**config.mk**
```make
export PLATFORM = sky130hd
export DESIGN_NAME = if_id_reg
export DESIGN_NICKNAME = d
export VERILOG_FILES = /design/src/rtl/if_id_reg_pkg.sv /design/src/rtl/if_id_reg_skid_buf.sv /design/src/rtl/if_id_reg.sv
export SDC_FILE = /design/constraint.sdc
export NUM_CORES = 1
export LEC_CHECK = 0
export CORE_ASPECT_RATIO = 1.5
export CORE_MARGIN = 5
export CORE_UTILIZATION = 54
export DETAILED_ROUTE_END_ITERATION = 12
export HOLD_SLACK_MARGIN = 0.08
export PLACE_DENSITY = 0.93
export SLEW_MARGIN = 20
export SYNTH_ARGS = -nofsm -noshare
export SYNTH_HDL_FRONTEND = slang
export SYNTH_SLANG_ARGS = --single-unit
```
**constraint.sdc**
```tcl
create_clock -name clk_i -period 8.7 [get_ports clk_i]
set_clock_uncertainty 0.05 [all_clocks]
set_input_delay 1.74 -clock clk_i [delete_from_list [all_inputs] [get_ports clk_i]]
set_output_delay 1.74 -clock clk_i [all_outputs]
set_load 0.005 [all_outputs]
```
**src/rtl/if_id_reg_pkg.sv**
```systemverilog
// ----------------------------------------------------------------------------
// if_id_reg_pkg
// Shared constants for the IF/ID pipeline register of the RV32I core.
//   - INSTR_NOP        : canonical bubble encoding (addi x0,x0,0)
//   - SKID_EMPTY/FULL  : encodings of the one-entry skid buffer state
//   - OPC_*            : base RV32I major opcodes used by the decode stage
// No ports; imported by if_id_skid_buf and if_id_reg.
// ----------------------------------------------------------------------------
package if_id_reg_pkg;

    localparam int unsigned XLEN_DEF = 32;

    localparam logic [31:0] INSTR_NOP = 32'h0000_0013;

    localparam logic [0:0] SKID_EMPTY = 1'b0;
    localparam logic [0:0] SKID_FULL  = 1'b1;

    localparam logic [6:0] OPC_LUI    = 7'b0110111;
    localparam logic [6:0] OPC_AUIPC  = 7'b0010111;
    localparam logic [6:0] OPC_JAL    = 7'b1101111;
    localparam logic [6:0] OPC_JALR   = 7'b1100111;
    localparam logic [6:0] OPC_BRANCH = 7'b1100011;
    localparam logic [6:0] OPC_LOAD   = 7'b0000011;
    localparam logic [6:0] OPC_STORE  = 7'b0100011;
    localparam logic [6:0] OPC_OP_IMM = 7'b0010011;
    localparam logic [6:0] OPC_OP     = 7'b0110011;

    // PC and instruction travelling together through the skid entry.
    typedef struct packed {
        logic [XLEN_DEF-1:0] pc;
        logic [XLEN_DEF-1:0] instr;
    } fetch_pkt_t;

    // Present a bubble whenever the slot does not hold a real instruction.
    function automatic logic [31:0] bubble_or_instr(input logic vld, input logic [31:0] instr);
        return vld ? instr : INSTR_NOP;
    endfunction

endpackage

```
**src/rtl/if_id_reg_skid_buf.sv**
```systemverilog
// ----------------------------------------------------------------------------
// if_id_skid_buf
// Single-entry holding register (PC + instruction) with a full flag. Catches
// the one instruction fetch delivers in the cycle a stall begins, since
// fetch_ready only drops one cycle later.
//
// Ports:
//   clk       in   core clock
//   rst       in   async active-high reset, empties the entry
//   push      in   capture pc_in/instr_in, entry becomes full
//   pop       in   entry consumed by ID, becomes empty
//   clear     in   discard entry (flush); wins over push and pop
//   pc_in     in   PC to capture
//   instr_in  in   instruction to capture
//   full      out  entry holds an instruction
//   pc        out  held PC
//   instr     out  held instruction
// ----------------------------------------------------------------------------
module if_id_skid_buf
    import if_id_reg_pkg::*;
#(
    parameter int XLEN = 32
) (
    input  logic            clk,
    input  logic            rst,
    input  logic            push,
    input  logic            pop,
    input  logic            clear,
    input  logic [XLEN-1:0] pc_in,
    input  logic [XLEN-1:0] instr_in,
    output logic            full,
    output logic [XLEN-1:0] pc,
    output logic [XLEN-1:0] instr
);

    logic [0:0] state;

    always_ff @(posedge clk or posedge rst) begin
        if (rst) begin
            state <= SKID_EMPTY;
            pc    <= '0;
            instr <= '0;
        end else if (clear) begin
            state <= SKID_EMPTY;
        end else if (push) begin
            state <= SKID_FULL;
            pc    <= pc_in;
            instr <= instr_in;
        end else if (pop) begin
            state <= SKID_EMPTY;
        end
    end

    assign full = (state == SKID_FULL);

endmodule

```
**src/rtl/if_id_reg.sv**
```systemverilog
// ----------------------------------------------------------------------------
// if_id_reg
// IF/ID pipeline register of the 5-stage RV32I core. Holds PC and instruction
// for decode, honours hazard-unit stall and branch flush, and uses a one-entry
// skid buffer so the instruction fetched while a stall begins is not lost.
// Bubbles always present NOP_INSTR.
//
// Optional feature (macro IF_ID_PERF_EN): adds saturating 32-bit counters
// stall_cnt_o (cycles with stall_i && !flush_i) and flush_cnt_o (cycles with
// flush_i). Without the macro those ports do not exist.
//
// Ports:
//   clk_i          in   core clock, rising edge
//   rst_i          in   async active-high reset
//   stall_i        in   hold ID contents this cycle
//   flush_i        in   discard ID and skid contents (beats stall_i)
//   valid_i        in   fetch presents a valid instruction
//   pc_i           in   PC of fetched instruction
//   instr_i        in   fetched instruction word
//   fetch_ready_o  out  fetch may present a new instruction (skid empty)
//   valid_o        out  ID holds a real instruction
//   pc_o           out  PC of ID instruction
//   instr_o        out  ID instruction, NOP_INSTR when valid_o=0
//   stall_cnt_o    out  [IF_ID_PERF_EN] stall cycle counter
//   flush_cnt_o    out  [IF_ID_PERF_EN] flush cycle counter
// ----------------------------------------------------------------------------
module if_id_reg
    import if_id_reg_pkg::*;
#(
    parameter int          XLEN      = 32,
    parameter logic [31:0] NOP_INSTR = 32'h0000_0013
) (
    input  logic            clk_i,
    input  logic            rst_i,
    input  logic            stall_i,
    input  logic            flush_i,
    input  logic            valid_i,
    input  logic [XLEN-1:0] pc_i,
    input  logic [XLEN-1:0] instr_i,
    output logic            fetch_ready_o,
    output logic            valid_o,
    output logic [XLEN-1:0] pc_o,
    output logic [XLEN-1:0] instr_o
`ifdef IF_ID_PERF_EN
    ,
    output logic [31:0]     stall_cnt_o,
    output logic [31:0]     flush_cnt_o
`endif
);

    logic            skid_full;
    logic [XLEN-1:0] skid_pc;
    logic [XLEN-1:0] skid_instr;
    logic            accept;
    logic            skid_push;
    logic            skid_pop;
    logic            skid_clear;

    // Ready comes straight from the skid flop, so there is no path from
    // stall_i to fetch_ready_o.
    assign fetch_ready_o = ~skid_full;
    assign accept        = valid_i & ~skid_full;

    assign skid_clear = flush_i;
    assign skid_push  = ~flush_i &  stall_i & accept;
    assign skid_pop   = ~flush_i & ~stall_i & skid_full;

    if_id_skid_buf #(
        .XLEN (XLEN)
    ) u_skid (
        .clk      (clk_i),
        .rst      (rst_i),
        .push     (skid_push),
        .pop      (skid_pop),
        .clear    (skid_clear),
        .pc_in    (pc_i),
        .instr_in (instr_i),
        .full     (skid_full),
        .pc       (skid_pc),
        .instr    (skid_instr)
    );

    always_ff @(posedge clk_i or posedge rst_i) begin
        if (rst_i) begin
            valid_o <= 1'b0;
            pc_o    <= '0;
            instr_o <= NOP_INSTR[XLEN-1:0];
        end else if (flush_i) begin
            // PC is left as-is; only the instruction becomes a bubble.
            valid_o <= 1'b0;
            instr_o <= NOP_INSTR[XLEN-1:0];
        end else if (!stall_i) begin
            if (skid_full) begin
                // Skid entry is older than anything fetch offers now, and
                // fetch was back-pressured this cycle anyway.
                valid_o <= 1'b1;
                pc_o    <= skid_pc;
                instr_o <= skid_instr;
            end else begin
                valid_o <= valid_i;
                pc_o    <= pc_i;
                instr_o <= valid_i ? instr_i : NOP_INSTR[XLEN-1:0];
            end
        end
    end

`ifdef IF_ID_PERF_EN
    always_ff @(posedge clk_i or posedge rst_i) begin
        if (rst_i) begin
            stall_cnt_o <= '0;
            flush_cnt_o <= '0;
        end else begin
            // A stall overlapped by a flush counts as a flush only.
            if (flush_i) begin
                if (flush_cnt_o != 32'hFFFF_FFFF) flush_cnt_o <= flush_cnt_o + 32'd1;
            end else if (stall_i) begin
                if (stall_cnt_o != 32'hFFFF_FFFF) stall_cnt_o <= stall_cnt_o + 32'd1;
            end
        end
    end
`else
    // Performance counters not built.
`endif

endmodule

```
==> results_dict.tcl <==
set metrics [dict create \
    status "completed" \
    timing.rr.end "u_skid.instr[27]" \
    clk_pin_slew_ns 0.06 \
    grt-ovfl-total 0 \
    fin_crit_sh_pct 47.9 \
    p_int_mw 1.32 \
    tightest_slew_ns 0.967 \
    synth-compound-area-share_pct 12.6 \
    critPathKind "in2reg" \
    grt_max_degree 102 \
    power_switching_mw 0.434 \
    drv_cap 0 \
    syn_inst 470 \
    hold_viol 0 \
    synthMuxAreaShare_pct 21.1 \
    cp_max_fo 101 \
    slew_violations 0 \
    wl_per_cell_um 20.1 \
    initial_utilization_pct 54.8 \
    worst-path-buf-inv 3 \
    io_buffers 134 \
    core-area_um2 10900 \
    clkLatencyLatePin_ns 0.40 \
    pre_cts_slack_ns 4.17 \
    grt_pass1_wl_um 23300 \
    yosys.area_share.simple_pct 5.15 \
    synth_top_cell_area_share_pct 53.0 \
    drive_above_1_share_pct 17.7 \
    period_needed_ns 4.17 \
    synth_area_um2 6000 \
    synthTopCellsByArea "dfrtp_1 (53%), mux2_4 (15%), mux2i_1 (5.3%), o21ai_0 (4.9%), a221oi_1 (4.2%)" \
    critical_path_arrival_ns 4.40 \
    synth_edf_count 0 \
    syn_to_final_growth_pct 31.2 \
    start_kind "input pin" \
    grt_pass1_vias 4540 \
    post_cts_resized 0 \
    antenna_found_initial 0 \
    cts-root-buf "clkbuf_16" \
    rr_startpoint "u_skid.full" \
    diodes 0 \
    fmax_mhz 240 \
    critPathCaptureType "flip-flop" \
    critical-path-top-delay-family "buffers and inverters" \
    hold_start "u_skid.instr[29]" \
    syn_nets 539 \
    htreeDepth 4 \
    powerDensity_nw_per_um2 223 \
    ff2ff_path_depth 3 \
    fin_util_pct 71.9 \
    async_flop_share_pct 100 \
    wl_um 15000 \
    rows 47 \
    synthAdderAreaFrac_pct 0 \
    synth_seq_cells 130 \
    p_comb_share_pct 17.2 \
    dieArea_um2 13400 \
    finalSetupTns_ns 0 \
    grtUsageTotal_pct 22.4 \
    cp_cell_sequence "buf_2 -> buf_4 -> and4bb_4 -> buf_4 -> mux2_1" \
    hold_buffers 0 \
    synth_common_cells "dfrtp_1 (127), mux2_4 (60), o21ai_0 (59)" \
    synth_flop_cell "dfrtp_1" \
    post_cts_buffers 0 \
    met2_usage_pct 35.8 \
    drc_errors 0 \
    critPathMaxStageDelay_ns 0.83 \
    grt_util_met3_pct 5.75 \
    hold_path_depth 1 \
    synth_xor_area_share_pct 0 \
    leakage_nw 3.27 \
    regToRegSetupSlack_ns 5.95 \
    cpMaxStageDelayCell "buf_4" \
    yosysSeqAreaShare_pct 54.3 \
    syn_area_per_cell_um2 12.8 \
    vias 4356 \
    fin_ws_ns 4.53 \
    post-dp-hpwl_um 9270 \
    yosys_warnings 0 \
    fin_nets 655 \
    gp_congestion 0.803 \
    drtAntennaViolNets 0 \
    switching_share_pct 24.7 \
    min_path_type "reg2reg" \
    whs_endpoint "u_skid.instr[29]" \
    cts_buffers 17 \
    use_met1_pct 28.9 \
    setup_viol_count_final 0 \
    clk_path_buf_depth 2 \
    rsz0062_at_grt "no" \
    dieHeight_um 139 \
    fillCellCount 710 \
    p_seq_share_pct 43.7 \
    yosys.area.top_type "dfrtp_1" \
    ios 135 \
    die_width_um 96.0 \
    via_per_inst 5.85 \
    critPathLaunch "stall_i" \
    worst_path_most_repeated_cell "buf_4" \
    power.share.clock_pct 39.1 \
    synth_most_common_cell "dfrtp_1" \
    worst_ep_required_time_ns 8.93 \
    vdd_drop_max_uv 137 \
    cts_tree "yes" \
    drt_iter0_drc 238 \
    first_pass_iters 5 \
    clock_sinks 130 \
    busiest_layer "met2" \
    slew-limit-headroom_pct 35.5 \
    synth_top_family_by_area "multiplexers" \
    synth_cell_types 23 \
]
[per-layer routing]
metal | part of all wire (%) | up-vias
met3 | 8.1 | 34
met2 | 51 | 233
met4 | 2.7 | 0
li1 | - | 1914
met5 | 0 | -
met1 | 39 | 2175
[cell families (layout without fill, tap and decap cells)]
kind of cell | Yosys count | after routing
AO/OA/AOI/OAI | 128 | 128
buffers and inverters | 74 | 202
flip-flops | 130 | 130
multiplexers | 96 | 96
AND/OR/NAND/NOR | 42 | 42
[registers in the layout, summed over array words and instances (netlist names)]
register / flops
u_skid.instr: 32
u_skid.pc: 32
instr_o: 32
valid_o: 1
u_skid.full: 1
pc_o: 32
[placed cells by master, fill, tap and decap left out, types with 2 or more instances in the layout]
master and n:
a21oi_1 32, a221oi_1 29, buf_2 2, buf_4 4, bufinv_16 2, clkbuf_16 17, clkdlybuf4s50_1 132, clkinv_2 4
clkinv_4 2, clkinvlp_4 4, dfrtp_1 126, dfstp_2 3, inv_1 30, mux2_1 4, mux2_4 60, mux2i_1 32
nand3b_1 29, nor2b_1 4, nor3_1 2, nor3b_1 4, o21ai_0 59, o21ai_1 5, o31ai_1 3
[worst max path at each step]
| stage | cells after the start | slack [ns] | endpoint |
|---|---|---|---|
| 6_report | 5 | 4.53 | u_skid.instr[27] |
| 3_3_place_gp | 5 | 4.27 | u_skid.instr[29] |
| 4_1_cts | 5 | 4.58 | u_skid.instr[27] |
| 3_5_place_dp | 5 | 4.17 | u_skid.instr[27] |
| 2_1_floorplan | 1 | 3.45 | instr_o[10] |
| 5_1_grt | 5 | 4.44 | u_skid.instr[30] |
[layout make-up]
cell class / instances / area, um^2 / share of cell area, %
clock inverter: 13 / 136 / 1.73
multi-input combinational: 266 / 2330 / 29.7
sequential: 130 / 3260 / 41.5
timing repair buffer: 140 / 1390 / 17.7
tap: 147 / 184 / 2.34
inverter: 31 / 119 / 1.51
clock buffer: 18 / 439 / 5.58
[power groups by stage]
stage	registers [mW]	logic [mW]	clock network, mW
global placement	0.767	0.283	0
global route	0.774	0.325	0.722
floorplan	0.752	0.176	0
detailed placement	0.772	0.298	0
finish	0.766	0.302	0.685
CTS	0.766	0.300	0.695
[per-stage QoR]
step           cells  hold WS [ns]  power (mW)  instance area, um^2
6_report         745         0.448        1.75                 7860
5_1_grt          745         0.463        1.82                 7860
4_1_cts          744         0.446        1.76                 7840
3_5_place_dp     713         0.430        1.07                 7260
3_3_place_gp     713         0.418        1.05                 7260
2_1_floorplan    470         0.408       0.927                 6000
[worst reg2reg max path, delay by kind of cell, from the launching register on]
| kind | cells | cell delay (ns) |
|---|---|---|
| buffers and inverters | 1 | 0.83 |
| flip-flops | 1 | 0.71 |
| multiplexers | 1 | 0.42 |
| AND/OR/NAND/NOR | 1 | 0.63 |
Note: power is estimated with default switching activity, not from simulation.
